--- src/rtl/tape_vga_renderer.sv ---
// tape_vga_renderer: 640x480 timing generator that fetches one tape byte per
// tile through the core's VGA read port and paints it as a coloured tile grid.
module tape_vga_renderer #(
  parameter int unsigned H_ACTIVE   = 640,
  parameter int unsigned H_FP       = 16,
  parameter int unsigned H_SYNC     = 96,
  parameter int unsigned H_BP       = 48,
  parameter int unsigned V_ACTIVE   = 480,
  parameter int unsigned V_FP       = 10,
  parameter int unsigned V_SYNC     = 2,
  parameter int unsigned V_BP       = 33,
  parameter int unsigned TILE_SHIFT = 4,
  parameter int unsigned COLS       = 40,
  parameter int unsigned ROWS       = 30,
  parameter int unsigned BASE_ADDR  = 0
) (
  input  logic        clk,
  input  logic        reset,
  input  logic        pix_en,
  output logic [13:0] vga_data_addr,
  input  logic [7:0]  vga_cell,
  output logic        hsync,
  output logic        vsync,
  output logic [3:0]  red,
  output logic [3:0]  green,
  output logic [3:0]  blue,
  output logic        frame_start
);

  localparam int unsigned H_TOTAL = H_ACTIVE + H_FP + H_SYNC + H_BP;
  localparam int unsigned V_TOTAL = V_ACTIVE + V_FP + V_SYNC + V_BP;
  localparam int unsigned HW      = $clog2(H_TOTAL);
  localparam int unsigned VW      = $clog2(V_TOTAL);
  localparam int unsigned CW      = HW - TILE_SHIFT;
  localparam int unsigned RW      = VW - TILE_SHIFT;
  localparam int unsigned AW      = 14;
  localparam int unsigned DW      = 8;
  localparam logic [AW-1:0] BASE  = AW'(BASE_ADDR);

  logic [HW-1:0] hcount;
  logic [VW-1:0] vcount;
  logic [CW-1:0] col;
  logic [RW-1:0] row;
  logic          h_last, v_last;
  logic          active_c, in_grid_c, edge_c, hs_raw_c, vs_raw_c;
  logic [AW-1:0] row_base;

  logic [2:0]    grid_d, edge_d, hs_d, vs_d, vld_d;
  logic [1:0]    pe_d;
  logic [DW-1:0] cell_mem [4];
  logic [1:0]    wr_ptr, rd_ptr;
  logic [DW-1:0] cell_c;
  logic [3:0]    red_c, green_c, blue_c;

  // Counter-stage decode: wrap points, visibility, sync windows, tile position
  always_comb begin
    h_last    = (hcount == HW'(H_TOTAL - 1));
    v_last    = (vcount == VW'(V_TOTAL - 1));
    col       = hcount[HW-1:TILE_SHIFT];
    row       = vcount[VW-1:TILE_SHIFT];
    active_c  = (hcount < HW'(H_ACTIVE)) && (vcount < VW'(V_ACTIVE));
    in_grid_c = active_c && (col < CW'(COLS)) && (row < RW'(ROWS));
    edge_c    = (hcount[TILE_SHIFT-1:0] == '0) || (vcount[TILE_SHIFT-1:0] == '0);
    hs_raw_c  = !((hcount >= HW'(H_ACTIVE + H_FP)) &&
                  (hcount <  HW'(H_ACTIVE + H_FP + H_SYNC)));
    vs_raw_c  = !((vcount >= VW'(V_ACTIVE + V_FP)) &&
                  (vcount <  VW'(V_ACTIVE + V_FP + V_SYNC)));
  end

  // Raster counters and the frame-wrap pulse
  always_ff @(posedge clk or posedge reset) begin
    if (reset) begin
      hcount      <= '0;
      vcount      <= '0;
      frame_start <= 1'b0;
    end else begin
      frame_start <= pix_en && h_last && v_last;
      if (pix_en) begin
        if (h_last) begin
          hcount <= '0;
          vcount <= v_last ? '0 : vcount + VW'(1);
        end else begin
          hcount <= hcount + HW'(1);
        end
      end
    end
  end

  // Tile-row base address, stepped by COLS at the end of each tile row
  always_ff @(posedge clk or posedge reset) begin
    if (reset) begin
      row_base <= BASE;
    end else if (pix_en && h_last) begin
      if (v_last)
        row_base <= BASE;
      else if (vcount[TILE_SHIFT-1:0] == '1)
        row_base <= row_base + AW'(COLS);
    end
  end

  // Read address for the current tile; held outside the grid
  always_ff @(posedge clk or posedge reset) begin
    if (reset)
      vga_data_addr <= BASE;
    else if (pix_en && in_grid_c)
      vga_data_addr <= row_base + AW'(col);
  end

  // Flag delay line keeping sync, grid and colour aligned over three ticks
  always_ff @(posedge clk or posedge reset) begin
    if (reset) begin
      grid_d <= '0;
      edge_d <= '0;
      hs_d   <= '1;
      vs_d   <= '1;
      vld_d  <= '0;
    end else if (pix_en) begin
      grid_d <= {grid_d[1:0], in_grid_c};
      edge_d <= {edge_d[1:0], edge_c};
      hs_d   <= {hs_d[1:0], hs_raw_c};
      vs_d   <= {vs_d[1:0], vs_raw_c};
      vld_d  <= {vld_d[1:0], 1'b1};
    end
  end

  // Cell capture two clks after each tick, queued so any pix_en spacing lines up
  always_ff @(posedge clk or posedge reset) begin
    if (reset) begin
      pe_d   <= '0;
      wr_ptr <= '0;
      rd_ptr <= '0;
    end else begin
      pe_d <= {pe_d[0], pix_en};
      if (pe_d[1])
        wr_ptr <= wr_ptr + 2'd1;
      if (pix_en && vld_d[2])
        rd_ptr <= rd_ptr + 2'd1;
    end
  end

  // Cell queue storage
  always_ff @(posedge clk) begin
    if (pe_d[1])
      cell_mem[wr_ptr] <= vga_cell;
  end

  // Tile colour from the queued cell, grey tile edges, black outside the grid
  always_comb begin
    red_c   = '0;
    green_c = '0;
    blue_c  = '0;
    cell_c  = cell_mem[rd_ptr];
    if (grid_d[2]) begin
      if (edge_d[2]) begin
        red_c   = 4'd2;
        green_c = 4'd2;
        blue_c  = 4'd2;
      end else begin
        red_c   = {cell_c[7:5], cell_c[7]};
        green_c = {cell_c[4:2], cell_c[4]};
        blue_c  = {cell_c[1:0], cell_c[1:0]};
      end
    end
  end

  // Registered pins
  always_ff @(posedge clk or posedge reset) begin
    if (reset) begin
      hsync <= 1'b1;
      vsync <= 1'b1;
      red   <= '0;
      green <= '0;
      blue  <= '0;
    end else if (pix_en) begin
      hsync <= hs_d[2];
      vsync <= vs_d[2];
      red   <= red_c;
      green <= green_c;
      blue  <= blue_c;
    end
  end

endmodule

--- config.mk ---
export PLATFORM = sky130hd
export DESIGN_NAME = tape_vga_renderer
export DESIGN_NICKNAME = d
export VERILOG_FILES = /design/src/rtl/tape_vga_renderer.sv
export SDC_FILE = /design/constraint.sdc
export NUM_CORES = 1
export LEC_CHECK = 0
export ABC_AREA = 1
export CAP_MARGIN = 25
export CELL_PAD_IN_SITES_DETAIL_PLACEMENT = 0
export CELL_PAD_IN_SITES_GLOBAL_PLACEMENT = 1
export CORE_ASPECT_RATIO = 1.5
export CORE_MARGIN = 3
export CORE_UTILIZATION = 45
export CTS_CLUSTER_SIZE = 24
export DETAILED_ROUTE_END_ITERATION = 6
export MAX_ROUTING_LAYER = met4
export PLACE_DENSITY = 0.83
export SYNTH_ARGS = -nofsm -noshare
export SYNTH_HDL_FRONTEND = slang
export SYNTH_SLANG_ARGS = --single-unit
--- constraint.sdc ---
create_clock -name clk -period 3.15 [get_ports clk]
set_input_delay 0.7875 -clock clk [delete_from_list [all_inputs] [get_ports clk]]
set_output_delay 0.7875 -clock clk [all_outputs]
set_load 0.005 [all_outputs]
======== After elaboration in Yosys (flattened, before gate mapping) ========
Memories as Yosys holds them, arrays and structs flattened.
Cells that the tools add are included.
storage, ports and cells
  bits in registers ....................... 84
  bits in writable memories ............... 32
  input bits .............................. 11
  output and inout bits ................... 29
  word-level logic and storage cells ...... 65
  memories kept ........................... 1
memory list
  name      depth  width  read ports  clocked after memory_dff  wr ports  line  RTL
  cell_mem  4      8      1           0                         1         50    logic [DW-1:0] cell_mem [4];
cells by class
  add/subtract/negate cells ............... 6
  magnitude comparators ................... 8
  equality and inequality tests ........... 3
  muxes and demuxes ....................... 12
  reduce and logical (&&, ||, !) cells .... 17
operators by type and width
  kind                                                                                   number
  14-bit two-way mux                                                                     2
  4-bit two-way mux                                                                      6
  10-bit by 1-bit adder with 10-bit output (second input constant)                       2
  10-bit equality test (second input constant)                                           2
  10-bit less-than comparator (second input constant)                                    2
  10-bit by 9-bit less-than comparator with 1-bit output (second input constant)         2
  10-bit two-way mux                                                                     2
  14-bit by 6-bit adder with 14-bit output                                               1
  14-bit by 6-bit adder with 14-bit output (second input constant)                       1
  10-bit greater-or-equal comparator (second input constant)                             1
  10-bit by 9-bit greater-or-equal comparator with 1-bit output (second input constant)  1
  1-bit logical AND                                                                      9
  4-bit logical NOT                                                                      2
  6-bit by 5-bit less-than comparator with 1-bit output (second input constant)          1
  6-bit less-than comparator (second input constant)                                     1
  2-bit by 1-bit adder with 2-bit output (second input constant)                         2
  4-bit equality test (second input constant)                                            1
  2-bit AND reduction                                                                    2
  1-bit logical NOT                                                                      2
  1-bit two-way mux                                                                      2
  2-bit nonzero test                                                                     1
  1-bit logical OR                                                                       1

======== Depth between registers and ports, before layout ========
  depth in word-level cells ............... 5
  mapped depth ............................ 10
  mapped depth without buffers ............ 10

======== Worst setup path after synthesis ========
No wires, ideal clock.
  kind .................................... in2reg
  start point ............................. input pix_en
  end point ............................... register vga_data_addr[11]
  setup time .............................. 118 ps
  arrival time ............................ 1,428 ps
  data required time ...................... 3,032 ps
  slack ................................... 1,604 ps
  cell stages on the path ................. 6
  path buffers ............................ 1
  cells stage by stage .................... nand3_1 nor3_1 inv_2 buf_6 nand2_1 nand2_1
on the way
  longest elaborated chain between the ends .. 1
RTL lines
  element               line  RTL
  from (decl)           19    input logic pix_en,
  1-bit logical AND     105   else if (pix_en && in_grid_c)
  to (signal assigned)  106   vga_data_addr <= row_base + AW'(col);
  to (decl)             20    output logic [13:0] vga_data_addr,
Every way passes these cells.
A chain may end at the register's enable or synchronous reset.

======== Worst setup path after layout ========
  start point ............................. register hsync
  end point ............................... output hsync
RTL lines
  element                 line  RTL
  from (decl)             22    output logic hsync,
  from (signal assigned)  175   hsync <= hs_d[2];
No word-level cell between the ends.

==> out/qor.txt <==
Post-cts resize count -> 0
Chip width -> 94.7 um
Worst Path Arrival -> 1.36 ns
Drt pass-1 iters -> 4
Worst skew pair latency -> 0.35 ns
Final wirelength -> 11,100 um
Part of the Yosys area used for sequential elements -> 0.550
Setup crit end kind -> output pin
Slew margin rel. -> 0.612
Post-Syn Nets -> 629
Synth top area share -> 0.330
Mapped Area -> 5310 um2
Cell Int Power -> 2.68 mW
Layout cells sized above 1 -> 0.0805
H-tree depth -> 3
Iter 0 DRT Violations -> 229
DP Wirelength -> 8200 um
Fmax -> 0.465 GHz
Worst path bufs/invs -> 1
Top post-synthesis cells by count -> nand2_1 (186), dfrtp_1 (70), inv_1 (57), nand3_1 (56), nor2_1 (45)
Antenna violations before repair -> 0
First-pass GRT wire length -> 19,000 um
Largest net degree at the start of global routing -> 32
Initial Util -> 0.461
Gr ovfl total -> 0
Setup CP Type -> flop to output pin
IO Count -> 40
Via total after detailed routing -> 4,042
Slew @ Worst Pin -> 0.581 ns
Global routing's busiest layer -> met2
Worst hold path type -> flop to flop
Drt via density -> 5.08
Fin. Hold Viols -> 0
Status -> complete, no violations
Port buffer count -> 39
YS warnings -> 0
Avg Inst Size Synth -> 8.78 um2
Max Slew Vio Count -> 0
Most frequent cell after synthesis -> nand2_1
GR met2 Demand/Resource -> 0.332
CP max FO -> 2
CTS Buffer Depth -> 2
Die area -> 13,200 um2
Layout Area Growth over Synthesis -> 15.4%
Crit path required time -> 2.36 ns
TritonCTS clock tree -> built
Distinct cells, synth -> 37
Antenna cells -> 0
Clk_skew -> 0.00975 ns
Final-report setup violation count -> 0
Yosys reg bits -> 110
Top cells by area, synth -> dfrtp_1 (33%), edfxtp_1 (18%), nand2_1 (13%)
Clock power frac -> 0.279
Max-cap violations -> 0
Clock-pin slew on the worst setup and hold paths -> 0.08 ns
EDFF count, synth -> 32
Hold_buf cts -> 0
DR DRC count -> 0
Leading area contributor after synthesis -> dfrtp_1
Pleak -> 2.82 nW
Placement Setup Slack -> 0.773 ns
R2R Path Start -> rd_ptr[0]$_DFFE_PP0P_
Core footprint -> 11,500 um2
Number of global-route vias before repair -> 4,093
Switching share of power -> 0.332
CP peak stage delay -> 0.53 ns
Drt wl/cell -> 13.9 um
RSZ-0062 raised after global routing -> no
Aggregate negative setup slack -> 0 ns
Critical Path Source Type -> flop
Post-synth ARST share -> 0.709
Remaining antenna violation count -> 0
Hold_sp -> pe_d[0]$_DFF_PP0_
TritonCTS Buffers -> 9
NumNets Final -> 665
Met3 usage -> 0.0320
Synth Instances -> 605
Final worst slack -> 0.998 ns
Gp weighted congestion -> 0.881
Fin crit period -> 2.15 ns
Grt met1 use -> 0.200
Root buf cell -> clkbuf_16
CP top delay family -> flip-flops
Num Clock Sinks -> 110
Worst path slowest cell -> dfstp_2
Std cell rows -> 48
Top FF cell, synth -> dfrtp_1
Die height -> 139 um
Postcts setup bufs -> 0
Seq pwr share -> 0.488
Psw -> 1.34 mW
Fillers -> 1,097
VDD IR max -> 0.292 mV
Critical path origin -> hsync$_DFFE_PP1P_
Power Dens Cells -> 656 nW/um2
GRT Resource Usage Total -> 0.189
Crit path cell chain -> clkdlybuf4s50_1
Logic pwr share -> 0.233
Final period util -> 0.683
power groups by stage:
| stage | clock network [mW] | logic [mW] | registers [mW] |
|---|---|---|---|
| floorplan | 0 | 0.707 | 1.89 |
| global route | 1.20 | 1.07 | 2.00 |
| finish | 1.12 | 0.937 | 1.96 |
| detailed placement | 0 | 0.952 | 1.99 |
| CTS | 1.14 | 0.955 | 1.96 |
| global placement | 0 | 0.927 | 1.98 |
worst paths after layout:
kind,slack [ns],endpoint,cells after the start
setup reg to reg,1.24,red[1]$_DFFE_PP0P_,5
setup / recovery,1.0,hsync,1
max in group asynchronous,1.69,vga_data_addr[0]$_DFFE_PP0P_,3
min in group asynchronous,0.79,wr_ptr[0]$_DFFE_PP0P_,2
hold reg to reg,0.39,pe_d[1]$_DFF_PP0_,0
hold / removal,0.39,pe_d[1]$_DFF_PP0_,0
kinds of logic after synthesis:
group,synth area share
XOR/XNOR,0.0264
adder cells (fa/ha/maj),0.0306
flip-flops,0.550
other,0.000706
AND/OR/NAND/NOR,0.252
buffers and inverters,0.0697
AO/OA/AOI/OAI,0.0707
placed cells by master (no fill, tap or decap), types with 2 or more instances in the layout:
| cell type | instances |
|---|---|
| clkbuf_16 | 9 |
| xnor2_1 | 4 |
| nor2_4 | 2 |
| nand2_1 | 186 |
| nand4_1 | 9 |
| a31oi_1 | 2 |
| nand2_2 | 2 |
| o22ai_1 | 3 |
| a21oi_1 | 10 |
| xor2_1 | 12 |
| edfxtp_1 | 32 |
| o21ai_0 | 40 |
| clkinv_2 | 2 |
| dfrtp_1 | 70 |
| or2_2 | 3 |
| nor2_1 | 45 |
| o21ai_2 | 4 |
| o21ai_1 | 5 |
| inv_1 | 56 |
| a22o_1 | 2 |
| clkdlybuf4s50_1 | 39 |
| buf_4 | 7 |
| inv_2 | 4 |
| nor3_1 | 6 |
| inv_6 | 5 |
| dfstp_2 | 8 |
| nand3_1 | 56 |
| ha_1 | 13 |
sequential cells by signal, indices dropped and copies added, names as in the netlist:
name and flops:
cell_mem 32, vga_data_addr 14, row_base 11, hcount 10, vcount 10, blue 3
edge_d 3, green 3, grid_d 3, hs_d 3, red 3, vld_d 3
vs_d 3, pe_d 2, rd_ptr 2, wr_ptr 2, frame_start 1, hsync 1
vsync 1
metal layers:
layer	part of all wire	up-vias
met2	0.55	73
li1	-	2016
met5	0	-
met1	0.39	1927
met4	0.041	0
met3	0.027	26
layout make-up:
class | count | area, um2 | area share
sequential | 110 | 2920 | 0.477
timing repair buffer | 47 | 463 | 0.0756
clock buffer | 9 | 225 | 0.0368
inverter | 63 | 239 | 0.0390
multi-input combinational | 410 | 2020 | 0.329
clock inverter | 7 | 71.3 | 0.0116
tap | 150 | 188 | 0.0306
stage by stage:
stage                     area [um2]  total power, mW  utilization  hold WS, ns  instances
after floorplan                 5310             2.59            -        0.331        605
after global placement          5830             2.91        0.506        0.402        780
after detailed placement        5830             2.94        0.506        0.378        780
after CTS                       6130             4.06        0.531        0.406        796
after global routing            6130             4.27        0.531        0.406        796
final                           6130             4.02        0.531        0.387        796
Note: power is estimated with default switching activity, not from simulation.
